--- src/rtl/profile_snapshot_ci.sv ---
// profile_snapshot_ci: custom-instruction block sitting behind the profiling
// counter CI. It captures the four counter values coherently on accept, and
// returns per-counter deltas since the last snapshot, raw snapshot values, or
// a status word. Each instruction takes IDLE -> EXEC -> DONE, and done/result
// are presented for the single DONE cycle.
module profile_snapshot_ci #(
  parameter logic [7:0] customId = 8'h18
) (
  input  logic        clock,
  input  logic        reset,
  input  logic        start,
  input  logic [7:0]  ciN,
  input  logic [31:0] valueA,
  input  logic [31:0] valueB,
  input  logic [31:0] counter0,
  input  logic [31:0] counter1,
  input  logic [31:0] counter2,
  input  logic [31:0] counter3,
  output logic        done,
  output logic [31:0] result
);

  localparam logic [1:0] ST_IDLE = 2'd0;
  localparam logic [1:0] ST_EXEC = 2'd1;
  localparam logic [1:0] ST_DONE = 2'd2;

  localparam logic [1:0] OP_SNAP     = 2'd0;
  localparam logic [1:0] OP_DELTA    = 2'd1;
  localparam logic [1:0] OP_READSNAP = 2'd2;
  localparam logic [1:0] OP_STATUS   = 2'd3;

  // Saturating increment for the snapshot counter.
  function automatic logic [15:0] sat_inc16(input logic [15:0] v);
    return (v == 16'hFFFF) ? v : v + 16'd1;
  endfunction

  // Modular difference; wrap is reported separately by the caller.
  function automatic logic [31:0] mod_delta(input logic [31:0] now_v,
                                            input logic [31:0] base_v);
    return now_v - base_v;
  endfunction

  // Status word layout: {count[15:0], 7'b0, valid, 4'b0, wrap[3:0]}.
  function automatic logic [31:0] pack_status(input logic [15:0] cnt,
                                              input logic        valid,
                                              input logic [3:0]  wrap);
    return {cnt, 7'b0, valid, 4'b0, wrap};
  endfunction

  // Control state
  logic [1:0]  state_q, state_d;
  logic [1:0]  sel_q, sel_d;
  logic [1:0]  op_q, op_d;

  // Coherent counter samples taken at the accept edge
  logic [31:0] cnt_q [4];
  logic [31:0] cnt_d [4];

  // Snapshot bookkeeping
  logic [31:0] snap_q [4];
  logic [31:0] snap_d [4];
  logic        snap_valid_q, snap_valid_d;
  logic [3:0]  wrap_q, wrap_d;
  logic [15:0] snap_count_q, snap_count_d;
  logic [31:0] result_q, result_d;

  logic        accept;
  logic        in_exec;
  logic [31:0] cnt_sel;
  logic [31:0] snap_sel;

  // Operand bits that are reserved and deliberately ignored.
  logic unused_inputs;
  assign unused_inputs = ^{valueB, valueA[31:4]};

  assign accept   = start && (ciN == customId) && (state_q == ST_IDLE);
  assign in_exec  = (state_q == ST_EXEC);
  assign cnt_sel  = cnt_q[sel_q];
  assign snap_sel = snap_q[sel_q];

  // FSM sequencing: a start outside IDLE is simply dropped.
  always_comb begin
    state_d = state_q;
    case (state_q)
      ST_IDLE: if (accept) state_d = ST_EXEC;
      ST_EXEC: state_d = ST_DONE;
      ST_DONE: state_d = ST_IDLE;
      default: state_d = ST_IDLE;
    endcase
  end

  // Operand and counter capture; all four counters latch on the same edge.
  always_comb begin
    sel_d = sel_q;
    op_d  = op_q;
    cnt_d = cnt_q;
    if (accept) begin
      sel_d    = valueA[1:0];
      op_d     = valueA[3:2];
      cnt_d[0] = counter0;
      cnt_d[1] = counter1;
      cnt_d[2] = counter2;
      cnt_d[3] = counter3;
    end
  end

  // Operation execution in EXEC, working only from the captured samples.
  always_comb begin
    snap_d       = snap_q;
    snap_valid_d = snap_valid_q;
    wrap_d       = wrap_q;
    snap_count_d = snap_count_q;
    result_d     = result_q;
    if (in_exec) begin
      case (op_q)
        OP_SNAP: begin
          snap_d       = cnt_q;
          snap_valid_d = 1'b1;
          wrap_d       = 4'b0;
          snap_count_d = sat_inc16(snap_count_q);
          result_d     = {16'h0, snap_count_q};
        end
        OP_DELTA: begin
          if (snap_valid_q) begin
            result_d = mod_delta(cnt_sel, snap_sel);
            // Sticky until the next SNAP; the modular result is still returned.
            if (cnt_sel < snap_sel) wrap_d[sel_q] = 1'b1;
          end else begin
            result_d = cnt_sel;
          end
        end
        OP_READSNAP: result_d = snap_sel;
        OP_STATUS:   result_d = pack_status(snap_count_q, snap_valid_q, wrap_q);
      endcase
    end
  end

  // State registers; reset abandons any in-flight instruction.
  always_ff @(posedge clock or posedge reset) begin
    if (reset) begin
      state_q      <= ST_IDLE;
      sel_q        <= 2'b0;
      op_q         <= 2'b0;
      snap_valid_q <= 1'b0;
      wrap_q       <= 4'b0;
      snap_count_q <= 16'h0;
      result_q     <= 32'h0;
      for (int i = 0; i < 4; i++) begin
        cnt_q[i]  <= 32'h0;
        snap_q[i] <= 32'h0;
      end
    end else begin
      state_q      <= state_d;
      sel_q        <= sel_d;
      op_q         <= op_d;
      cnt_q        <= cnt_d;
      snap_q       <= snap_d;
      snap_valid_q <= snap_valid_d;
      wrap_q       <= wrap_d;
      snap_count_q <= snap_count_d;
      result_q     <= result_d;
    end
  end

  // The result bus is forced to zero outside the DONE cycle.
  assign done   = (state_q == ST_DONE);
  assign result = done ? result_q : 32'h0;

endmodule
--- config.mk ---
export PLATFORM = sky130hd
export DESIGN_NAME = profile_snapshot_ci
export DESIGN_NICKNAME = d
export VERILOG_FILES = /design/src/rtl/profile_snapshot_ci.sv
export SDC_FILE = /design/constraint.sdc
export NUM_CORES = 1
export LEC_CHECK = 0
export CORE_ASPECT_RATIO = 0.75
export CORE_MARGIN = 2
export CORE_UTILIZATION = 55
export CTS_CLUSTER_DIAMETER = 200
export DETAILED_ROUTE_END_ITERATION = 10
export GPL_TIMING_DRIVEN = 0
export HOLD_SLACK_MARGIN = 0.06
export PLACE_DENSITY = 0.81
export SLEW_MARGIN = 15
export SYNTH_ARGS = -nofsm -noshare
export SYNTH_HDL_FRONTEND = slang
export SYNTH_SLANG_ARGS = --single-unit
export TNS_END_PERCENT = 5
--- constraint.sdc ---
create_clock -name clock -period 30.9 [get_ports clock]
set_input_delay 6.18 -clock clock [delete_from_list [all_inputs] [get_ports clock]]
set_output_delay 6.18 -clock clock [all_outputs]
set_load 0.02 [all_outputs]
# Yosys cells after proc, flatten, opt, wreduce, memory -nomap -nowiden
# Cells that the tools add are included.
word_totals:
  input_bits: 203
  elab_cells: 59
  reg_bits: 315
  out_inout_bits: 33
op_classes:
  n_eq_ne: 10
  addsub: 2
  reduce_logical: 9
  n_bitwise: 3
  order_cmp: 4
  n_mux: 16
op_table:
  columns: ["op", "n"]
  rows:
  - ["32-bit 2-to-1 mux", 6]
  - ["32-bit binary-select mux with 2-bit select", 2]
  - ["32-bit one-hot mux with 4 select lines", 1]
  - ["32-bit less-than comparator", 1]
  - ["32-bit subtractor", 1]
  - ["16-bit by 1-bit adder with 16-bit output (second input constant)", 1]
  - ["16-bit == test (second input constant)", 1]
  - ["8-bit by 5-bit == test with 1-bit output (second input constant)", 1]
  - ["4-bit 2-to-1 mux", 2]
  - ["4-bit one-hot mux with 2 select lines", 1]
  - ["2-bit == test (second input constant)", 3]
  - ["2-bit inequality test (second input constant)", 3]
  - ["2-bit by 1-bit == test with 1-bit output (second input constant)", 2]
  - ["2-bit logical NOT", 2]
  - ["4-bit OR", 1]
  - ["2-bit one-hot mux with 2 select lines", 1]
  - ["4-bit AND reduction", 1]
  - ["3-bit greater-or-equal comparator (second input constant)", 1]
  - ["1-bit logical AND", 3]
  - ["2-bit by 3-bit less-than comparator with 1-bit output (second input constant)", 1]
  - ["2-bit NOT with 3-bit output", 1]
  - ["3-bit AND reduction", 1]
  - ["1-bit demux with 2-bit select", 1]
  - ["2-bit by 1-bit greater-or-equal comparator with 1-bit output (second input constant)", 1]
  - ["5 further kinds", 5]

# Logic depth before layout (Yosys ltp)
# Gate-level depths: netlist (run 1).
logic_depth:
  ltp_word: 8
  ltp_mapped: 17
  ltp_nobuf: 13

# Least setup slack after synthesis (run 1)
# No wires, ideal clock.
synth_path:
  path_kind: "in2reg"
  startpoint: "in ciN[0]"
  endpoint: "reg cnt_q[10] in the netlist's numbering"
  arrival_time_ns: 7.454
  path_stages: 7
  setup_slack_ns: 23.380
  t_required_ns: 30.835
  setup_ns: 0.065
  path_buffers: 2
  path_cell_list: "nor4bb_1 nand4_1 inv_2 clkbuf_1 clkbuf_1 nand2_1 nand2_1"
synth_between:
  elab_chain_cells: 3
synth_lines:
  columns: ["item", "line", "text"]
  rows:
  - ["start: declaration", "12", "input logic [7:0] ciN,"]
  - ["8-bit by 5-bit == test with 1-bit output", "76", "assign accept = start && (ciN == customId) && (state_q == ST_IDLE);"]
  - ["1-bit logical AND (2 in a row)", "76", null]
  - ["end signal: assignment", "156", "cnt_q <= cnt_d;"]
  - ["end: declaration", "56", "logic [31:0] cnt_q [4];"]
# Every way passes these cells.
# A chain may end at the register's enable or synchronous reset.

# Final worst setup path (run 1)
layout_path:
  startpoint: "in ciN[1]"
  endpoint: "reg cnt_q[32] in the netlist's numbering"
# Same word-level chain as after synthesis.

==> flow_summary.toml, run 1 <==
[clock_network]
cts_max_level = 1
cts_num_sinks = 315
clkSlewWorstSetupHoldPaths_ns = 0.06
clk_latency_ns = 0.59
cts-root-buf = "clkbuf_16"
cts_buffers = 31
clockBufferDepth = 3
cts_resized = 0
cts_setup_buffers = 0
cts_tree = "done"
ctsHoldBuffers = 0

[layout]
antenna_cells = 0
drive_gt1_share_pct = 7.06
regArea_um2 = 7880
fillers = 2229
area_growth_pct = 20.3
fin_nets = 2226
multi_input_area_um2 = 7700

[sta]
fin_crit_ns = 8.95
worstMarginPinSlew_ns = 0.993
fin_ws_ns = 21.95
fmax_mhz = 112
slew_violations = 0
slew-limit-headroom_pct = 33.8
finClkSkew_ns = 0.0178
period_share_pct = 29.0
rsz0062_at_grt = "no"
final.setup.tns_ns = 0
setup_violations = 0
finalHoldViolCount = 0

[detailed_routing]
detail-route-antenna-nets = 0
wire_per_inst_um = 21.5
vias = 14379
drtIter0Drc = 1480
drt_first_pass_iters = 7
drt_wl_total_um = 51700
vias_per_cell = 5.99
drc_errors = 0

[worst_setup_path]
cpPeakStageDelay_ns = 0.75
crit_arrival_ns = 9.48
cp.required_ns = 31.42
r2r-start = "sel_q[1]"
worstSetupStartpointType = "input port"
cp_max_fo = 10
worst-setup-path-type = "in2reg"
reg2regPathDepth = 15
path_cells = "clkdlybuf4s50_1 > nor4_2 > nand4_1 > inv_2 > clkbuf_1 > clkbuf_1 > nand2_1 > nand2_1"
reg2reg_to = "wrap_q[2]"
crit_path_end_kind = "flip-flop"
cp_slowest_cell = "nor4_2"
ff2ff_setup_slack_ns = 25.56

[floorplan]
start_util_pct = 55.7
std_cell_rows = 54
coreArea_um2 = 29000
die_h_um = 152
dieArea_um2 = 30800
die_x_um = 202
io_pins = 236

[logic_synthesis]
ys.flop_type = "dfrtp_1"
synth_seq_cells = 315
synth.most_common_cell = "nand2_1"
synth.distinct_cells = 60
synth_nets = 2016
ys_seq_area_share_pct = 48.8
ys_top_cells_by_area = "dfrtp_1 49%, nand2_1 19%, mux4_2 9.5%, ha_1 2.6%, clkbuf_1 2.0%"
synth_edf_count = 0
synthCells = 1779
yosysWarnings = 0
synth_top_area_share_pct = 48.8
yosysTopAreaCell = "dfrtp_1"
synth.avg_cell_area_um2 = 9.08
syn_area_um2 = 16200
synthArstFlopShare_pct = 100
yosys-top-cells-count = "830 x nand2_1, 315 x dfrtp_1, 85 x clkbuf_1, 68 x mux4_2, 42 x inv_1"

[global_route]
grt_pass1_wl_um = 79800
track_usage_pct = 33.7
grt_pass1_vias = 14264
grt_max_degree = 118
overflow = 0
antenna_found_initial = 0

[hold_path]
hold_class = "reg2reg"
hold_path_end = "result_q[2]"
holdCritStartpoint = "result_q[2]"
worstHoldPathCells = 2

[placed_design]
portBuffers = 175
dp_hpwl_um = 38100
pre_cts_slack_ns = 21.56
gp_congestion = 0.947

[power_and_ir_drop]
ir_drop_mv = 0.0596
leakagePower_nw = 9.72
p_per_area_nw_per_um2 = 49.2
finalPower_w = 0.000955

[job]
cap_violations = 0

[outcome]
status = "finished clean"
-- through the flow --
step	utilization, %	hold WS (ns)	instances	instance area, µm²
2_1_floorplan	-	0.437	1779	16200
3_3_place_gp	63.5	0.450	2346	18400
3_5_place_dp	63.7	0.456	2348	18500
4_1_cts	67.0	0.470	2402	19400
5_1_grt	67.0	0.492	2402	19400
6_report	67.0	0.468	2402	19400
-- routing by layer --
layer | global-route usage (%) | part of all wire (%)
met1 | 46.5 | 40
met4 | 13.1 | 4.4
met3 | 9.62 | 12
met2 | 51.0 | 43
met5 | 0 | 0
-- placed cells by master (no fill, tap or decap), drive strengths merged, types with 5 or more instances in the layout --
cell,Yosys,routed
nor2,38,38
clkbuf,85,129
and4,6,6
and2,34,34
dfrtp,315,315
nor3,7,7
o22ai,12,12
nand4,10,10
o21ai,35,35
a22o,14,14
nand3,18,18
and3,7,7
inv,43,44
a31oi,5,5
a221oi,16,16
nand2,830,830
xor2,16,16
mux4,68,68
a21oi,34,34
xnor2,28,28
mux2i,15,15
buf,22,24
nor2b,8,8
clkinv,1,9
clkdlybuf4s50,0,175
o21a,7,7
a21o,18,18
ha,33,33
-- worst max-delay path: cells and delay by family --
kind	cells	cell delay, ns
and+or+nand+nor	4	1.52
buffers and inverters	4	1.76
-- flip-flops by register name, indices dropped and copies added, names as in the netlist --
signal and cells:
cnt_q 128, result_q 32, snap_count_q 16, wrap_q 4
snap_q 128, op_q 2, sel_q 2, snap_valid_q 1
state_q 2
-- worst max path at each step --
stage / end / start / slack, ns / cells after the start
after detailed placement: cnt_q[32] / ciN[1] / 21.56 / 8
after CTS: cnt_q[32] / ciN[1] / 22.14 / 8
after floorplan: cnt_q[0] / reset / 16.01 / 1
after global routing: cnt_q[32] / ciN[1] / 21.97 / 8
after global placement: cnt_q[55] / reset / 12.39 / 2
final: cnt_q[32] / ciN[1] / 21.95 / 8
-- area by class of cell --
type | instances | area share (%)
flip-flops and latches | 315 | 40.6
multi-input cells | 1313 | 39.6
repair buffers | 177 | 9.30
clock buffers | 44 | 4.60
well taps | 392 | 2.52
plain buffers | 107 | 2.14
inverters | 44 | 0.889
clock inverters | 10 | 0.348
-- where the power goes --
part,total (W),internal [W],switching [W]
clock,0.000366,0.000201,0.000165
sequential,0.000434,0.000424,0.0000102
combinational,0.000155,0.0000716,0.0000836
-- cells by family (layout without fill, tap and decap cells) --
kind of cell	count (synthesis)	in the layout	share of synthesized area [%]
AO/OA/AOI/OAI	180	180	7.88
XOR/XNOR	44	44	2.39
adder cells (fa/ha/maj)	34	34	2.68
buffers and inverters	151	382	3.59
flip-flops	315	315	48.8
multiplexers	87	87	10.7
AND/OR/NAND/NOR	968	968	24.0
Note: power is estimated with default switching activity, not from simulation.
==> run 2: changes to the inputs <==
==> constraint.sdc (replaced) <==
create_clock -name clock -period 9.2 [get_ports clock]
set_input_delay 1.84 -clock clock [delete_from_list [all_inputs] [get_ports clock]]
set_output_delay 1.84 -clock clock [all_outputs]
set_load 0.02 [all_outputs]
==> run 2 against run 1 <==
  * Non-clock buffer count up 7
  * Utilization rose by 0.88 points
  * Critical endpoint is now wrap_q[0]
  * Count of clock-buffer cells in the layout up 2
  * Via count grew 1.3%
  * Cell area up 1.3%
  * First-iteration DRC count increased by 10%
  * Wire length is 0.60% higher
==> flow_summary.toml, run 2 (synthesized netlist as in run 1, its figures left out) <==
[clock_network]
clk_latency_ns = 0.59
cts_resized = 0
cts-root-buf = "clkbuf_16"
ctsHoldBuffers = 0
cts_buffers = 31
clkSlewWorstSetupHoldPaths_ns = 0.06
cts_setup_buffers = 0
cts_num_sinks = 315
clockBufferDepth = 3
cts_max_level = 1
cts_tree = "done"

[detailed_routing]
drt_first_pass_iters = 6
detail-route-antenna-nets = 0
vias_per_cell = 6.03
drc_errors = 0
wire_per_inst_um = 21.6
drt_wl_total_um = 52000
vias = 14561
drtIter0Drc = 1630

[layout]
multi_input_area_um2 = 7700
drive_gt1_share_pct = 7.62
layout_common_cells = "830 x nand2_1, 315 x dfrtp_1, 175 x clkdlybuf4s50_1, 90 x clkbuf_1, 68 x mux4_2"
fillers = 2260
regArea_um2 = 7880
area_growth_pct = 21.8
final_common_cell = "nand2_1"
fin_nets = 2233
antenna_cells = 0
reg.largest.list = "cnt_q: 128 flops, snap_q: 128 flops, result_q: 32 flops"

[sta]
fmax_mhz = 183
slew-limit-headroom_pct = 31.7
finalHoldViolCount = 0
setup_violations = 0
period_share_pct = 59.3
rsz0062_at_grt = "no"
finClkSkew_ns = 0.0151
fin_crit_ns = 5.46
worstMarginPinSlew_ns = 1.02
final.setup.tns_ns = 0
slew_violations = 0

[floorplan]
start_util_pct = 55.7
std_cell_rows = 54
io_pins = 236
dieArea_um2 = 30800
coreArea_um2 = 29000
die_x_um = 202
die_h_um = 152

[power_and_ir_drop]
finalPower_w = 0.00333
leakagePower_nw = 9.83
p_per_area_nw_per_um2 = 169
p_seq_share_pct = 43.8
pwr-share-comb_pct = 15.8
swShare_pct = 26.2
clock_power_share_pct = 40.4
p_int_w = 0.00246
switching_power_w = 0.000873
ir_drop_mv = 0.174

[global_route]
grt_pass1_vias = 14472
track_usage_pct = 34.1
grt_pass1_wl_um = 81200
antenna_found_initial = 0
grt_max_degree = 39
overflow = 0

[outcome]
status = "finished clean"

[job]
cap_violations = 0

[worst_setup_path]
worstSetupStartpointType = "flip-flop"
crit_path_end_kind = "flip-flop"
crit_arrival_ns = 5.93
ff2ff_setup_slack_ns = 3.74
cp.required_ns = 9.67
worst-setup-path-type = "reg2reg"
cp_max_fo = 10

[placed_design]
gp_congestion = 0.943
dp_hpwl_um = 38900
portBuffers = 175

[hold_path]
hold_class = "reg2reg"
## run 2: changes by cell type in the layout (fill, tap and decap cells not counted), sizes merged
cell,delta
buf,+7
clkinvlp,+2
inv,-1
clkinv,-2
clkbuf,+2
bufinv,+3
## run 2: metrics by stage
step	area [µm²]	hold slack [ns]	utilization (%)	cells	setup slack, ns
2_1_floorplan	16200	0.437	-	1779	3.16
3_3_place_gp	18400	0.451	63.5	2346	1.09
3_5_place_dp	18600	0.455	64.2	2355	3.94
4_1_cts	19700	0.470	67.9	2413	3.88
5_1_grt	19700	0.496	67.9	2413	3.59
6_report	19700	0.466	67.9	2413	3.74
## run 2: area by class of cell
| type | count | area share, % |
|---|---|---|
| well taps | 392 | 2.49 |
| repair buffers | 184 | 9.85 |
| clock inverters | 12 | 0.788 |
| multi-input cells | 1313 | 39.1 |
| clock buffers | 46 | 4.74 |
| flip-flops and latches | 315 | 40.0 |
| plain buffers | 107 | 2.11 |
| inverters | 44 | 0.858 |
## run 2: metal layers
layer	track usage [%]	vias to the layer above	wire, µm
met1	49.7	7096	21500
met2	51.0	976	22600
met4	12.6	0	2080
li1	-	6334	-
met5	0	-	0
met3	7.12	155	5890
## run 2: final timing paths
kind	start	endpoint	depth (start not counted)
setup / recovery	sel_q[1]	wrap_q[0]	15
hold / removal	result_q[2]	result_q[2]	2
setup reg to reg	sel_q[1]	wrap_q[0]	15
hold reg to reg	result_q[2]	result_q[2]	2
max in group asynchronous	reset	cnt_q[119]	5
min in group asynchronous	reset	state_q[0]	2
## run 2: power by group through the flow
stage	Clock [W]	Combinational, W	Sequential, W
floorplan	0	0.000347	0.00147
global placement	0	0.000501	0.00148
detailed placement	0	0.000516	0.00148
CTS	0.00134	0.000520	0.00146
global route	0.00140	0.000571	0.00146
finish	0.00134	0.000526	0.00146
## run 2: worst max-delay path, cell delays in order, from the launching register on
cell and delay, ns:
dfrtp_1 0.46, buf_2 0.31, buf_1 0.80, buf_1 0.64, mux4_2 0.50, ha_1 0.31
buf_2 0.22, inv_1 0.09, nor4_1 0.29, o211ai_1 0.17, nand2_1 0.17, nand2_1 0.11
o21a_1 0.26, o21bai_1 0.29, a31oi_1 0.32, a32o_1 0.38
